<file path="src/rtl/alu_cmd_sequencer.sv">
// alu_cmd_sequencer: valid/ready command front end that drives the 8-bit ALU with a load-then-persist sequence.
// Revision 1.0
`default_nettype none

module alu_cmd_sequencer #(
  parameter int LATENCY = 2,
  parameter int CNT_W   = 16
) (
  input  logic             clk,
  input  logic             rst,
  input  logic             cmd_valid,
  output logic             cmd_ready,
  input  logic [2:0]       cmd_op,
  input  logic [7:0]       cmd_a,
  input  logic [7:0]       cmd_b,
  output logic             alu_on,
  output logic [2:0]       alu_in_sel,
  output logic [7:0]       alu_num1,
  output logic [7:0]       alu_num2,
  output logic [6:0]       alu_out_sel,
  input  logic [7:0]       alu_out,
  output logic             rsp_valid,
  input  logic             rsp_ready,
  output logic [7:0]       rsp_data,
  output logic [2:0]       rsp_op,
  output logic             rsp_err,
  output logic             busy,
  output logic [CNT_W-1:0] txn_count
);

  localparam logic [2:0] IN_IDLE    = 3'b000;
  localparam logic [2:0] IN_LOAD    = 3'b010;
  localparam logic [2:0] IN_PERSIST = 3'b100;
  localparam logic [2:0] OP_ILLEGAL = 3'd7;
  localparam logic [3:0] WAIT_INIT  = 4'(LATENCY - 1);

  typedef enum logic [1:0] {IDLE, LOAD, WAIT, RESP} state_t;

  state_t           state, state_nx;
  logic [3:0]       wait_cnt, wait_cnt_nx;
  logic             cmd_ready_nx, alu_on_nx, rsp_valid_nx, rsp_err_nx, busy_nx;
  logic [2:0]       in_sel_nx, rsp_op_nx;
  logic [7:0]       num1_nx, num2_nx, rsp_data_nx;
  logic [6:0]       out_sel_nx;
  logic [CNT_W-1:0] txn_count_nx;

  always_ff @(posedge clk or negedge rst) begin
    if (!rst) begin
      state       <= IDLE;
      wait_cnt    <= '0;
      cmd_ready   <= 1'b0;
      alu_on      <= 1'b0;
      alu_in_sel  <= IN_IDLE;
      alu_num1    <= '0;
      alu_num2    <= '0;
      alu_out_sel <= '0;
      rsp_valid   <= 1'b0;
      rsp_data    <= '0;
      rsp_op      <= '0;
      rsp_err     <= 1'b0;
      busy        <= 1'b0;
      txn_count   <= '0;
    end else begin
      state       <= state_nx;
      wait_cnt    <= wait_cnt_nx;
      cmd_ready   <= cmd_ready_nx;
      alu_on      <= alu_on_nx;
      alu_in_sel  <= in_sel_nx;
      alu_num1    <= num1_nx;
      alu_num2    <= num2_nx;
      alu_out_sel <= out_sel_nx;
      rsp_valid   <= rsp_valid_nx;
      rsp_data    <= rsp_data_nx;
      rsp_op      <= rsp_op_nx;
      rsp_err     <= rsp_err_nx;
      busy        <= busy_nx;
      txn_count   <= txn_count_nx;
    end
  end

  always_comb begin
    state_nx     = state;
    wait_cnt_nx  = wait_cnt;
    alu_on_nx    = 1'b1;
    in_sel_nx    = alu_in_sel;
    num1_nx      = alu_num1;
    num2_nx      = alu_num2;
    out_sel_nx   = alu_out_sel;
    rsp_valid_nx = rsp_valid;
    rsp_data_nx  = rsp_data;
    rsp_op_nx    = rsp_op;
    rsp_err_nx   = rsp_err;
    txn_count_nx = txn_count;

    case (state)
      IDLE: begin
        if (cmd_valid && cmd_ready) begin
          rsp_op_nx = cmd_op;
          // An illegal opcode never touches the ALU; it is answered directly.
          if (cmd_op == OP_ILLEGAL) begin
            state_nx     = RESP;
            rsp_valid_nx = 1'b1;
            rsp_err_nx   = 1'b1;
            rsp_data_nx  = 8'h00;
          end else begin
            state_nx   = LOAD;
            in_sel_nx  = IN_LOAD;
            num1_nx    = cmd_a;
            num2_nx    = cmd_b;
            out_sel_nx = 7'b1000000 >> cmd_op;
          end
        end
      end
      LOAD: begin
        state_nx    = WAIT;
        in_sel_nx   = IN_PERSIST;
        wait_cnt_nx = WAIT_INIT;
      end
      WAIT: begin
        if (wait_cnt == 4'd0) begin
          state_nx     = RESP;
          rsp_valid_nx = 1'b1;
          rsp_err_nx   = 1'b0;
          rsp_data_nx  = alu_out;
          in_sel_nx    = IN_IDLE;
          out_sel_nx   = '0;
        end else begin
          wait_cnt_nx = wait_cnt - 4'd1;
        end
      end
      RESP: begin
        if (rsp_ready) begin
          state_nx     = IDLE;
          rsp_valid_nx = 1'b0;
          txn_count_nx = txn_count + CNT_W'(1);
        end
      end
      default: state_nx = IDLE;
    endcase

    cmd_ready_nx = (state_nx == IDLE);
    busy_nx      = (state_nx != IDLE);
  end

endmodule

`default_nettype wire

</file>
<file path="config.mk">
export PLATFORM = sky130hd
export DESIGN_NAME = alu_cmd_sequencer
export DESIGN_NICKNAME = d
export VERILOG_FILES = /design/src/rtl/alu_cmd_sequencer.sv
export SDC_FILE = /design/constraint.sdc
export NUM_CORES = 1
export LEC_CHECK = 0
export ABC_AREA = 1
export ABC_CLOCK_PERIOD_IN_PS = 2900
export CAP_MARGIN = 10
export CORE_AREA = 2 2 107 67
export DETAILED_ROUTE_END_ITERATION = 10
export DIE_AREA = 0 0 109 69
export PLACE_DENSITY_LB_ADDON = 0.12
export SYNTH_ARGS = -nofsm -noshare
export SYNTH_HDL_FRONTEND = slang
export SYNTH_SLANG_ARGS = --single-unit
</file>
<file path="constraint.sdc">
create_clock -name clk -period 2.9 [get_ports clk]
set_input_delay 0.87 -clock clk [delete_from_list [all_inputs] [get_ports clk]]
set_output_delay 0.87 -clock clk [all_outputs]
set_load 0.02 [all_outputs]
</file>
==> parameters.txt <==
Parameter                              Value

Logic synthesis
  Synthesized instance count ... between 300 and 400
  Unique masters post-synth ... 34
  Post-synth design cell area ... a little under 3000 um2
  Synthesized flop and latch total ... 63
  Syn avg cell area ... roughly 9 um2
  Syn_nets ... 367
  Yosys warning count ... 0
  Sequential element share of the synthesized area ... 0.536

Cells and area
  Final-layout fill cell count ... between 500 and 600
  Sequential cell area in the final layout ... between 1500 and 2000 um2
  Share of final-layout standard cells stronger than drive strength 1 ... 0.0871
  Commonest cells after routing, fill and taps aside ... sky130_fd_sc_hd__nand2_1 (108), sky130_fd_sc_hd__clkdlybuf4s50_1 (86), sky130_fd_sc_hd__dfrtp_1 (63), sky130_fd_sc_hd__nand3_1 (26)
  Final instance count without filler cells ... ~510
  Leading cell type in the layout, fill and taps excluded ... sky130_fd_sc_hd__nand2_1
  Multi-input gate area in the final layout ... around 1200 um2
  Number of nets at the end of the flow ... approximately 460
  Synthesis-to-layout area growth ... 39.4%
  Count of inserted antenna diode cells ... 0

Timing
  Setup violations, final ... 0
  Sum of negative setup slack ... 0 ps
  Final worst path period share ... 0.794
  Slew HR ... 0.534
  Final count of hold timing violations ... 0
  RSZ-0062 raised after global routing ... no
  Max frequency ... 435 MHz
  Least-Margin Pin Slew ... roughly 700 ps
  Final period demand of the worst path ... around 2300 ps
  Final setup skew ... around 3.9 ps
  Max Slew Vio Count ... 0

Setup path
  Crit Path Class ... register to output port
  Setup slack of the most critical reg-to-reg path ... ~740 ps
  Family with the most delay on the worst path ... buffers and inverters
  Startpoint type of the worst setup path ... register
  Cell with the biggest individual delay on the critical path ... sky130_fd_sc_hd__clkdlybuf4s50_1
  Cells along the critical path ... clkdlybuf4s50_1
  Crit-path max cell delay ... between 600 and 700 ps
  Data required time of the worst path ... roughly 2000 ps
  Endpoint kind of the worst setup timing path ... output port
  Arrival time of the worst setup path ... around 1400 ps
  Number of buffers and inverters on the critical path ... 1
  Critical-path maximum fanout ... 6

Drt
  Iter 0 DRT Violations ... 147
  Detailed-router iteration count before antenna repair ... 4
  Antenna Violating Nets Remaining ... 0
  Via-per-instance ratio ... around 4.9
  Average wire per cell in the routed design ... approximately 14 um
  Count of unresolved DRC violations after routing ... 0
  Routed WL ... between 6 and 7 mm
  Via count ... 2494

Die
  Initial standard-cell utilization of the core ... 0.450
  Site row count ... 23
  Placeable Area ... 6530 um2
  Chip width ... 109 um
  Die outline height ... approximately 70 um
  Ports placed on the boundary ... 89
  Area enclosed by the die boundary ... about 7500 um2

GRT
  Gr ovfl total ... 0
  Antenna violations before repair ... 0
  First-pass GRT wire length ... ~12 mm
  Via count of the first global-routing pass ... 2325
  Largest net degree at the start of global routing ... 43
  Combined global-route utilization of all metal layers ... 0.195

Placed design
  Half-perimeter wire length after detailed placement ... between 5 and 6 mm
  Global placer's final weighted congestion ... 0.811
  Buffers added on ports ... 87
  Dpl cells ... 496

CTS
  CTS clock-pin slew for the worst setup and hold paths ... around 70 ps
  TritonCTS clock tree ... yes
  Total CTS buffers ... 9
  Setup fix buffers added after clock tree synthesis ... 0
  CTS hold repair buffers ... 0
  Latest clock arrival within the worst-skew pair ... around 340 ps
  CTS sink count ... 63
  Number of resized instances in the post-cts repair step ... 0
  CTS root buf ... sky130_fd_sc_hd__clkbuf_8
  Number of H-tree levels ... 3
  CTS max path bufs ... 2

Status
  Status ... complete, no violations

Job
  Count of max-cap constraint violations ... 0

Power and ir drop
  Power per standard cell area ... ~1000 nW/um2
  LEAKAGE ... 1.98 nW
  Worst supply voltage drop on vdd ... 0.540 mV

Hold path
  Min-Delay Path Class ... register to register
-- cells in the mapped netlist, drive strengths merged --
library cell	instances	area, um2
clkbuf	1	3.75
xnor2	4	35.0
xor2	8	70.1
o21ai	17	88.8
o211ai	1	7.51
inv	27	101
nand2	110	423
dfrtp	63	1580
nor3	2	21.3
buf	8	55.1
mux2	1	11.3
nor2	25	106
a21oi	2	21.3
o22ai	2	12.5
ha	8	100
a21boi	1	18.8
conb	2	7.51
nand3b	2	27.5
nand3	28	150
nand4	13	81.3
o21a	3	22.5
-- worst register-to-register path: cells and delay by family (launching register included) --
family / cells / cell delay, ps
AO/OA/AOI/OAI: 1 / 360
adder cells (fa/ha/maj): 1 / 640
buffers and inverters: 1 / 160
flip-flops: 1 / 420
AND/OR/NAND/NOR: 4 / 470
-- per-stage QoR --
stage | util | instance area, um2 | hold WS (ps) | setup WS (ps) | power (mW)
after global routing | 0.628 | 4100 | 508 | 550 | 4.62
after global placement | 0.596 | 3890 | 459 | 538 | 3.50
after CTS | 0.628 | 4100 | 482 | 591 | 4.33
final | 0.628 | 4100 | 476 | 599 | 4.30
after detailed placement | 0.596 | 3890 | 463 | 542 | 3.53
after floorplan | - | 2940 | 527 | 1210 | 2.67
-- cell type report --
type,instances,share of cell area
Multi-Input combinational cell,229,0.294
Sequential cell,63,0.384
Inverter,27,0.0247
Timing Repair Buffer,90,0.220
Clock buffer,11,0.0369
Clock inverter,5,0.0137
Tap cell,87,0.0265
-- sequential cells by signal, summed over array words and instances (netlist names) --
register,count
txn_count,16
alu_num1,8
alu_num2,8
rsp_data,8
alu_out_sel,7
wait_cnt,4
rsp_op,3
alu_in_sel,2
state,2
alu_on,1
busy,1
cmd_ready,1
rsp_err,1
rsp_valid,1
-- cell families after synthesis --
logic type      Yosys count  synth area share
compound gates           26            0.0583
xor+xnor                 12            0.0357
fa+ha+maj                 8            0.0340
buf+inv                  36            0.0544
flops                    63             0.536
mux                       1           0.00383
other cells               2           0.00255
simple gates            180             0.275
-- layer usage --
metal  share of wire  vias up  global-route usage
li1                -     1241                   -
met1            0.52     1164               0.309
met2            0.39       84               0.248
met3           0.085        5              0.0634
met4          0.0066        0              0.0527
met5               0        -                   0
-- where the power goes --
part	switching, mW	internal (mW)	leakage (nW)	total (mW)
Sequential	0.204	1.21	0.801	1.42
Combinational	1.21	0.886	1.07	2.10
Clock	0.348	0.442	0.105	0.790
Total	1.76	2.54	1.98	4.30
-- path summary, 6_finish.rpt --
path                               startpoint            end  depth (start not counted)
worst max-delay path            txn_count[10]  txn_count[10]                          1
worst min-delay path              alu_num2[5]    alu_num2[5]                          2
worst max register to register       state[0]    rsp_data[3]                          7
worst min register to register    alu_num2[5]    alu_num2[5]                          2
max in group asynchronous                 rst    alu_num2[5]                          2
min in group asynchronous                 rst  alu_in_sel[2]                          1
Power figures use the tool's default switching activity.
